==> config.mk <==
export PLATFORM = sky130hd
export DESIGN_NAME = pattern_tx
export DESIGN_NICKNAME = d
export VERILOG_FILES = /design/src/rtl/pattern_pkg.sv /design/src/rtl/pattern_tx.sv
export SDC_FILE = /design/constraint.sdc
export NUM_CORES = 1
export LEC_CHECK = 0
export ABC_AREA = 1
export CORE_MARGIN = 2
export CORE_UTILIZATION = 54
export DETAILED_ROUTE_END_ITERATION = 16
export PLACE_DENSITY = 0.78
export SETUP_SLACK_MARGIN = 0.5
export SLEW_MARGIN = 20
export SYNTH_ARGS = -nofsm -noshare
export SYNTH_HDL_FRONTEND = slang
export SYNTH_SLANG_ARGS = --single-unit
==> constraint.sdc <==
create_clock -name clk -period 3.8 [get_ports clk]
set_input_delay 0.38 -clock clk [delete_from_list [all_inputs] [get_ports clk]]
set_output_delay 0.38 -clock clk [all_outputs]
set_load 0.05 [all_outputs]
==> src/rtl/pattern_pkg.sv <==
// Shared definitions for the pattern transmitter and the benches that drive a
// pattern detector from it: tx state encoding and the default sync pattern.
package pattern_pkg;

    typedef enum logic [1:0] {
        IDLE = 2'd0,
        PRE  = 2'd1,
        DATA = 2'd2,
        PAR  = 2'd3
    } tx_state_t;

    localparam int PREAMBLE_LEN = 5;

    localparam logic [PREAMBLE_LEN-1:0] PREAMBLE_DEFAULT = 5'b01001;

endpackage : pattern_pkg

==> src/rtl/pattern_tx.sv <==
// Serial frame transmitter: preamble (MSB first), payload (MSB first), then an
// even-parity bit, one bit per clock on a registered line that idles high.
module pattern_tx
    import pattern_pkg::*;
#(
    parameter int                      DATA_W   = 8,
    parameter logic [PREAMBLE_LEN-1:0] PREAMBLE = PREAMBLE_DEFAULT
) (
    input  logic              clk,
    input  logic              rst_n,
    input  logic [DATA_W-1:0] in_data,
    input  logic              in_valid,
    output logic              in_ready,
    output logic              ser_out,
    output logic              busy,
    output logic              frame_done
);

    localparam int CNT_W = $clog2((PREAMBLE_LEN > DATA_W) ? PREAMBLE_LEN : DATA_W);
    localparam logic [CNT_W-1:0] PRE_LAST  = CNT_W'(PREAMBLE_LEN - 1);
    localparam logic [CNT_W-1:0] DATA_LAST = CNT_W'(DATA_W - 1);

    tx_state_t               state, state_next;
    logic [CNT_W-1:0]        cnt, cnt_next;
    logic [DATA_W-1:0]       shreg, shreg_next;
    logic [PREAMBLE_LEN-1:0] pre_sr, pre_sr_next;
    logic                    par, par_next;
    logic                    ser_next;
    logic                    done_next;
    logic                    accept;

    assign in_ready = rst_n && (state == IDLE);
    assign busy     = (state != IDLE);
    assign accept   = in_valid && in_ready;

    always_ff @(posedge clk) begin
        if (!rst_n) begin
            state      <= IDLE;
            cnt        <= '0;
            shreg      <= '0;
            pre_sr     <= '0;
            par        <= 1'b0;
            ser_out    <= 1'b1;
            frame_done <= 1'b0;
        end else begin
            state      <= state_next;
            cnt        <= cnt_next;
            shreg      <= shreg_next;
            pre_sr     <= pre_sr_next;
            par        <= par_next;
            ser_out    <= ser_next;
            frame_done <= done_next;
        end
    end

    // ser_next is the bit for the cycle after this edge, so each branch emits
    // the first bit of the phase it is entering.
    always_comb begin
        state_next  = state;
        cnt_next    = cnt;
        shreg_next  = shreg;
        pre_sr_next = pre_sr;
        par_next    = par;
        ser_next    = ser_out;
        done_next   = 1'b0;

        case (state)
            IDLE: begin
                ser_next = 1'b1;
                if (accept) begin
                    state_next  = PRE;
                    cnt_next    = '0;
                    shreg_next  = in_data;
                    par_next    = 1'b0;
                    ser_next    = PREAMBLE[PREAMBLE_LEN-1];
                    pre_sr_next = PREAMBLE << 1;
                end
            end

            PRE: begin
                if (cnt == PRE_LAST) begin
                    state_next = DATA;
                    cnt_next   = '0;
                    ser_next   = shreg[DATA_W-1];
                    par_next   = par ^ shreg[DATA_W-1];
                    shreg_next = shreg << 1;
                end else begin
                    cnt_next    = cnt + 1'b1;
                    ser_next    = pre_sr[PREAMBLE_LEN-1];
                    pre_sr_next = pre_sr << 1;
                end
            end

            DATA: begin
                if (cnt == DATA_LAST) begin
                    // par already holds the XOR of every payload bit sent.
                    state_next = PAR;
                    cnt_next   = '0;
                    ser_next   = par;
                end else begin
                    cnt_next   = cnt + 1'b1;
                    ser_next   = shreg[DATA_W-1];
                    par_next   = par ^ shreg[DATA_W-1];
                    shreg_next = shreg << 1;
                end
            end

            PAR: begin
                state_next = IDLE;
                ser_next   = 1'b1;
                done_next  = 1'b1;
            end

            default: begin
                state_next = IDLE;
                ser_next   = 1'b1;
            end
        endcase
    end

endmodule : pattern_tx
* Word-level counts from Yosys, hierarchy flattened
Cells that the tools add are included.
Operators by class: reductions and logical operators 10, bitwise logic cells 1, mux-type cells 24, equality and inequality tests 10, add/sub/neg operators 1
Operators with widths (number):
- two-way mux 8 bit | 3
- case mux 8 bit (3 select lines) | 1
- two-way mux 5 bit | 2
- != test 2 bit (second input constant) | 5
- case mux 5 bit (2 select lines) | 1
- two-way mux 3 bit | 3
- case mux 3 bit (3 select lines) | 1
- case mux 2 bit (4 select lines) | 1
- two-way mux 1 bit | 7
- equality test 3 bit (second input constant) | 2
- two-way mux 2 bit | 3
- AND reduction 3 bit | 2
- equality test 2 bit (second input constant) | 2
- case mux 1 bit (4 select lines) | 1
- AND reduction 4 bit | 1
- nonzero test 2 bit | 2
- adder 3 x 1 -> 3 bit (second input constant) | 1
- case mux 1 bit (3 select lines) | 1
- nonzero test 3 bit | 1
- equality test 2 x 1 -> 1 bit (second input constant) | 1
- logical AND 1 bit | 2
- zero test 2 bit | 1
- AND reduction 2 bit | 1
- bitwise XOR 1 bit | 1
Word-level totals: register bits 21, word-level logic and storage cells 53, output and inout bits 4, bits of input ports 11

* Logic depth before layout (Yosys ltp)
Gate-level depths: netlist of run 1.
word-level depth 5, gate-level depth with buffers 10, mapped depth without buffers 10

* Least setup slack after synthesis of run 1
OpenSTA, ideal clock, no wires.
path type reg2reg, start point register state[0], end point register shreg[0], arrival 1.456 ns, setup slack 2.274 ns, path buffers 1, stages on the path, launching flop included 9, library setup time 0.070 ns, data required time 3.730 ns, clock period less this slack 1.526 ns, cells stage by stage dfxtp_1 > inv_1 > ha_1 > inv_2 > a21oi_4 > nor2_4 > buf_6 > nand3b_1 > a21oi_1
On the way: word-level cells in the longest chain between the ends 5, elaborated cells on any way between the ends 11, classes of those cells 5 x eq/ne; 1 x mux; 5 x reduce/logical
Ends and longest elaborated chain:
- start, declared | RTL line pattern_tx.sv:23 | tx_state_t state, state_next;
- start signal, assigned | RTL line pattern_tx.sv:46 | state <= state_next;
- zero test 2 bit | RTL line pattern_tx.sv:32, pattern_tx.sv:67
- logical AND 1 bit | RTL line pattern_tx.sv:32 | assign in_ready = rst_n && (state == IDLE);
- logical AND 1 bit | RTL line pattern_tx.sv:34 | assign accept = in_valid && in_ready;
- != test 2 bit (no line)
- AND reduction 4 bit (no line)
- end signal, assigned | RTL line pattern_tx.sv:48 | shreg <= shreg_next;
- end, declared | RTL line pattern_tx.sv:25 | logic [DATA_W-1:0] shreg, shreg_next;
Several ways; a longest one is shown, not always the timed one. A chain may end at the register's enable or synchronous reset.

* Worst setup path in the final report of run 1
start point input rst_n, end point output in_ready
On the way: word-level cells in the longest chain between the ends 1
Ends and longest elaborated chain:
- start, declared | RTL line pattern_tx.sv:10 | input logic rst_n,
- logical AND 1 bit | RTL line pattern_tx.sv:32
- end, declared | RTL line pattern_tx.sv:13 | output logic in_ready,
Every way passes these cells.

==> summary.md, run 1 <==
| Metric | Value |
|---|---|
| Status | finished, final reports clean |
| Startpoint types | primary input |
| Inst Count DP | 209 |
| CP required | 3.42 ns |
| Area Growth Syn to Fin | 16.9% |
| GRT Total Usage | 21.4% |
| Clock buffer depth | 2 |
| Max Transition Viols Final | 0 |
| DP HPWL | 1730 microns |
| Critical-path top delay cell | clkdlybuf4s50_1 |
| Final Hold Viols | 0 |
| Top post-synthesis cells by area | dfxtp_1 35%, nand2_1 19%, ha_1 9.7% |
| Routed vias | 1074 |
| Cell chain of the critical path | clkdlybuf4s50_1, nand2_1, inv_1, clkdlybuf4s50_1 |
| Worst rel slew slack | 65.7% |
| Max-cap viol count | 0 |
| Antenna violations before repair | 0 |
| Gate Count Post-Synth | 172 |
| Max VDD drop | 658 uV |
| Worst-margin pin slew | 0.513 ns |
| Core ar. | 1980 sq um |
| Final setup vio count | 0 |
| Remaining global-route overflow | 0 |
| First DRT Iteration DRCs | 25 |
| Final Total Pwr | 1.19 mW |
| Setup Skew | 0.00693 ns |
| Wire length per cell | 11.6 microns |
| Crit end category | primary output |
| Routed Antenna Nets | 0 |
| Largest net degree at the start of global routing | 16 |
| Sequential share of the synthesized area | 34.6% |
| Register bit count reported by yosys | 20 |
| H-tree depth | 1 |
| Hold buffers post-CTS | 0 |
| Worst-path clk slew | 0.12 ns |
| RSZ-0062 raised after global routing | false |
| Site Rows | 16 |
| Critical path buffers and inverters | 3 |
| Share of layout cells above drive strength 1 | 5.38% |
| Top cell type's share of synthesized area | 34.6% |
| CP Class | in -> out |
| Post-synth top flop | dfxtp_1 |
| N_diodes | 0 |
| Layout Cells excl Fill | 213 |
| Distinct cells, synth | 21 |
| Worst Path Max Fanout | 11 |
| Hold WS | 0.473 ns |
| Peak Freq | 412 MHz |
| First-pass GRT wire length | 4140 microns |
| Placer Congestion | 0.900 |
| Syn Area/Cell | 6.73 sq um |
| Drt total wl | 2480 microns |
| Max stage delay on crit path | 0.79 ns |
| Final Util | 68.2% |
| Die Wd | 50.3 microns |
| Most used cell, CP | clkdlybuf4s50_1 |
| Vias per inst | 5.04 |
| CP top delay family | buffers and inverters |
| Number of remaining DRC errors | 0 |
| Postcts setup bufs | 0 |
| Synth area leader | dfxtp_1 |
| Post-Synthesis Cell Area | 1160 sq um |
| Fin crit period | 2.43 ns |
| HP Class | reg -> reg |
| Top Ports | 15 |
| Setup TNS Final | 0 ns |
| Yosys Warn Count | 0 |
| EDFF count, synth | 0 |
| Layout fillers | 178 |
| Net count, final | 207 |
| Port-buffer cells | 14 |
| First-pass iteration count of the detailed router | 4 |
| Clock Latency Late Sink | 0.31 ns |
| Vias in the first global route | 942 |
| Leakage | 0.625 nW |
| Post-CTS sizing | 0 |
| Power Dens Cells | 880 nW/um^2 |
| Period utilisation layout | 63.9% |
| CTS tree | done |
| Clock tree root buffer cell | clkbuf_4 |
| Die Ht | 50.3 microns |
| Async set-or-reset flop fraction in the synthesized netlist | 0% |
| CTS buffer count | 3 |
| Arrival @ worst endpoint | 2.05 ns |
| Initial Utilization | 58.4% |
| Die area | 2530 sq um |
| Clk sinks | 20 |
| Post-Syn Nets | 192 |
-- sequential cells by signal (all words and copies together) (netlist names) --
name / flops
shreg: 8
pre_sr: 4
cnt: 3
state: 2
frame_done: 1
par: 1
ser_out: 1
-- cell usage in the layout, fill, tap and decap left out, drive strengths merged --
cell type	count
ha	9
clkinv	2
nand2	62
o21ai	11
o21bai	1
dfxtp	20
clkdlybuf4s50	14
a21oi	13
bufinv	1
nor2	15
clkbuf	3
nand3b	1
nand3	12
inv	20
nor3	2
-- cell usage after synthesis, types with 2 or more instances --
cell and number:
inv_1 19, nor2_1 14, ha_1 9, nand2_2 2, buf_6 2, nor3_1 2, nand2_1 60, o21ai_0 10
nand3_1 11, clkinv_1 2, dfxtp_1 20, a21oi_1 12
-- where the power goes --
| group | internal (mW) | switching (mW) | total, mW | leakage [nW] |
|---|---|---|---|---|
| combinational | 0.218 | 0.451 | 0.669 | 0.433 |
| clock | 0.107 | 0.0720 | 0.179 | 0.0279 |
| sequential | 0.292 | 0.0502 | 0.342 | 0.164 |
-- worst reg2reg max path, cell delays in order, from the launching register on --
cell      delay, ns
dfxtp_1        0.42
inv_1          0.10
ha_1           0.56
clkinv_1       0.41
a21oi_1        0.22
nand3_1        0.09
a21oi_1        0.13
-- layer usage --
metal / global-route usage (%) / vias up / routed length [microns]
li1: - / 566 / -
met1: 29.6 / 487 / 1210
met2: 33.3 / 17 / 1160
met3: 3.57 / 4 / 82
met4: 8.56 / 0 / 30
met5: 0 / - / 0
-- per-stage QoR --
step,setup slack (ns),area (sq um)
floorplan,2.27,1160
global placement,1.40,1300
detailed placement,1.38,1300
CTS,1.38,1350
global route,1.27,1350
finish,1.37,1350
-- path summary, 6_finish.rpt --
check / startpoint / end / slack [ns] / cells after the start
worst max-delay path: rst_n / in_ready / 1.37 / 4
worst min-delay path: shreg[4] / shreg[4] / 0.47 / 2
worst max register to register: state[0] / par / 1.81 / 6
worst min register to register: shreg[4] / shreg[4] / 0.47 / 2
-- area by class of cell --
| cell class | count | area [sq um] | area share [%] |
|---|---|---|---|
| clock buffers | 3 | 22.5 | 1.67 |
| well taps | 27 | 33.8 | 2.50 |
| flip-flops and latches | 20 | 400 | 29.6 |
| repair buffers | 14 | 140 | 10.4 |
| multi-input cells | 126 | 643 | 47.5 |
| clock inverters | 1 | 30.0 | 2.22 |
| inverters | 22 | 82.6 | 6.11 |
-- cells by family after synthesis --
kind of cell | count (synthesis) | synth area share (%)
simple gates | 92 | 33.8
fa+ha+maj | 9 | 9.73
compound gates | 25 | 12.0
flops | 20 | 34.6
buf+inv | 26 | 9.84
No activity file was read; power rests on OpenSTA's default activity.
==> run 2: changes to the inputs <==
--- a/config.mk
+++ b/config.mk
@@ -7,9 +7,9 @@
 export LEC_CHECK = 0
 export ABC_AREA = 1
 export CORE_MARGIN = 2
-export CORE_UTILIZATION = 54
+export CORE_UTILIZATION = 48
 export DETAILED_ROUTE_END_ITERATION = 16
-export PLACE_DENSITY = 0.78
+export PLACE_DENSITY = 0.74
 export SETUP_SLACK_MARGIN = 0.5
 export SLEW_MARGIN = 20
 export SYNTH_ARGS = -nofsm -noshare
==> constraint.sdc (replaced) <==
create_clock -name clk -period 2 [get_ports clk]
set_input_delay 0.2 -clock clk [delete_from_list [all_inputs] [get_ports clk]]
set_output_delay 0.2 -clock clk [all_outputs]
set_load 0.05 [all_outputs]
==> run 2 against run 1 <==
Effect of this change:
- die area is 11% higher
- sequential cell count stayed put
- sequential share of layout area decreased by 1.6 points
- clock skew shrank 0.0051 ns
- non-clock buffer count rose by 8
- critical path depth rose by 5
- wire length increased by 9.3%
- cell count grew 4.2%
- clock-buffer cell count is 1 higher
- critical path type is now reg -> reg
- largest cell class unchanged
- largest power group unchanged
==> summary.md, run 2 (synthesis results as in run 1) <==
| Metric | Value |
|---|---|
| Die Ht | 53.1 microns (+5.6%) |
| Most used cell, CP | nand2_1 |
| N_diodes | 0 (unchanged) |
| CP startpoint | state[1] |
| First DRT Iteration DRCs | 34 (+36%) |
| Top Ports | 15 (unchanged) |
| Final Util | 64.6% (-3.6 points) |
| Setup Skew | 0.00184 ns (-0.00509 ns) |
| RSZ-0062 raised after global routing | false |
| Critical Path End | pre_sr[4] |
| Core ar. | 2250 sq um (+14%) |
| Setup TNS Final | 0 ns (unchanged) |
| Max stage delay on crit path | 0.37 ns (-0.42 ns) |
| Routed vias | 1156 (+7.6%) |
| Leakage | 0.679 nW (+8.7%) |
| Arrival @ worst endpoint | 1.72 ns (-0.33 ns) |
| GRT Total Usage | 20.8% (-0.61 points) |
| Area Growth Syn to Fin | 25.8% |
| Worst Path Max Fanout | 5 (-6) |
| Site Rows | 17 (+1) |
| Initial Utilization | 51.3% (-7.1 points) |
| Die area | 2820 sq um (+11%) |
| Most frequent cells in the layout | 58 x nand2_1, 16 x inv_1, 16 x dfxtp_1, 13 x nor2_1, 12 x a21oi_1 |
| Vias per inst | 5.21 (+3.3%) |
| Share of layout cells above drive strength 1 | 19.1% (+14 points) |
| Layout Cells excl Fill | 222 (+4.2%) |
| Reg2reg start | state[1] |
| Remaining global-route overflow | 0 (unchanged) |
| Worst R2R Setup Slack | 0.48 ns (-1.33 ns) |
| CP Class | reg -> reg |
| Largest net degree at the start of global routing | 12 (-4) |
| Die Wd | 53.1 microns (+5.6%) |
| Peak Freq | 660 MHz |
| Multi-input logic area | 679 sq um (+5.6%) |
| Status | finished, final reports clean |
| Worst-path clk slew | 0.12 ns (about the same) |
| Max-cap viol count | 0 (unchanged) |
| Cell chain of the critical path | inv_2, ha_2, inv_1, o21ai_2, inv_1, nand2_1, nand2_1, nand2_1, nor2_1 |
| Inst Count DP | 212 (+1.4%) |
| Net count, final | 215 (+3.9%) |
| Max Transition Viols Final | 0 (unchanged) |
| Hold buffers post-CTS | 0 (unchanged) |
| Drt total wl | 2710 microns (+9.3%) |
| First-pass iteration count of the detailed router | 5 (+1) |
| Wire length per cell | 12.2 microns (+4.9%) |
| Clock Latency Late Sink | 0.31 ns (about the same) |
| R2r endpoint | pre_sr[4] |
| Commonest non-fill, non-tap cell in the layout | nand2_1 |
| Antenna violations before repair | 0 (unchanged) |
| Reg2Reg Depth | 9 (+3) |
| CP required | 2.21 ns (-1.21 ns) |
| Final Hold Viols | 0 (unchanged) |
| CTS buffer count | 3 (unchanged) |
| Port-buffer cells | 14 (unchanged) |
| Period utilisation layout | 75.8% |
| First-pass GRT wire length | 4270 microns (+3.2%) |
| Clock buffer depth | 2 (unchanged) |
| Max VDD drop | 1100 uV (+67%) |
| Largest Register | shreg |
| Routed Antenna Nets | 0 (unchanged) |
| Critical-path top delay cell | dfxtp_2 |
| Storage element area | 408 sq um (+1.9%) |
| CTS tree | done |
| Power Dens Cells | 1670 nW/um^2 (+90%) |
| Clk sinks | 20 (unchanged) |
| DP HPWL | 1790 microns (+3.5%) |
| Startpoint types | register |
| Fin crit period | 1.52 ns |
| Largest registers | shreg (8), pre_sr (4), cnt (3) |
| Worst-margin pin slew | 0.485 ns (-0.0281 ns) |
| Crit end category | register |
| Layout fillers | 200 (+12%) |
| H-tree depth | 1 (unchanged) |
| Clock tree root buffer cell | clkbuf_4 |
| HP Class | in -> reg |
| Max reg flops | 8 (unchanged) |
| Final setup vio count | 0 (unchanged) |
| Number of remaining DRC errors | 0 (unchanged) |
| Vias in the first global route | 989 (+5.0%) |
| Worst rel slew slack | 67.8% (+2.1 points) |
| Placer Congestion | 0.837 (-7.0%) |
## run 2: cell count changes in the layout (fill, tap and decap cells not counted), sizes merged
cell           previous run  this run
clkdlybuf4s50            14         9
dlygate4sd2               0         2
clkbuf                    3         4
buf                       0        10
bufinv                    1         0
dlymetal6s2s              0         1
## run 2: what timing repair did
item	4_1_cts	5_1_grt
pin swaps	1	4
endpoints found under the setup margin	20	20
gates resized for setup	10	14
setup buffers	4	2
## run 2: through the flow
step           power (mW)  setup slack, ns  area [sq um]  hold WS, ns
6_report             2.44            0.485          1460        0.315
5_1_grt              2.63            0.429          1460        0.343
4_1_cts              2.32            0.507          1410        0.474
3_5_place_dp         1.95            0.240          1330        0.457
3_3_place_gp         1.91            0.284          1330        0.453
2_1_floorplan        1.63            0.547          1160        0.405
## run 2: per-layer routing
| layer | up-vias | wire, microns | track usage (%) |
|---|---|---|---|
| li1 | 582 | - | - |
| met1 | 539 | 1170 | 25.3 |
| met2 | 26 | 1340 | 35.2 |
| met3 | 9 | 115 | 3.95 |
| met4 | 0 | 76 | 9.40 |
| met5 | - | 0 | 0 |
## run 2: how the worst min path moves through the flow
| stage | start | to | slack (ns) | cells after the start |
|---|---|---|---|---|
| finish | rst_n | frame_done | 0.31 | 3 |
| global placement | shreg[4] | shreg[4] | 0.45 | 2 |
| detailed placement | shreg[2] | shreg[2] | 0.46 | 2 |
| global route | rst_n | pre_sr[4] | 0.34 | 3 |
| floorplan | rst_n | frame_done | 0.40 | 3 |
| CTS | shreg[2] | shreg[2] | 0.47 | 2 |
## run 2: report_power, final
| group | internal [mW] | switching [mW] | total [mW] | leakage (nW) |
|---|---|---|---|---|
| sequential | 0.567 | 0.109 | 0.676 | 0.166 |
| combinational | 0.570 | 0.944 | 1.51 | 0.492 |
| clock | 0.111 | 0.135 | 0.246 | 0.0210 |
## run 2: layout make-up
cell class	count	share of cell area [%]
repair buffers	22	14.3
inverters	22	6.19
multi-input cells	126	46.6
well taps	28	2.41
clock buffers	4	2.49
flip-flops and latches	20	28.0
## run 2: critical path, delay by kind of cell, from the launching register on
kind	cells	cell delay, ns
AND/OR/NAND/NOR	4	0.26
AO/OA/AOI/OAI	1	0.24
flip-flops	1	0.37
adder cells (fa/ha/maj)	1	0.26
buffers and inverters	3	0.27
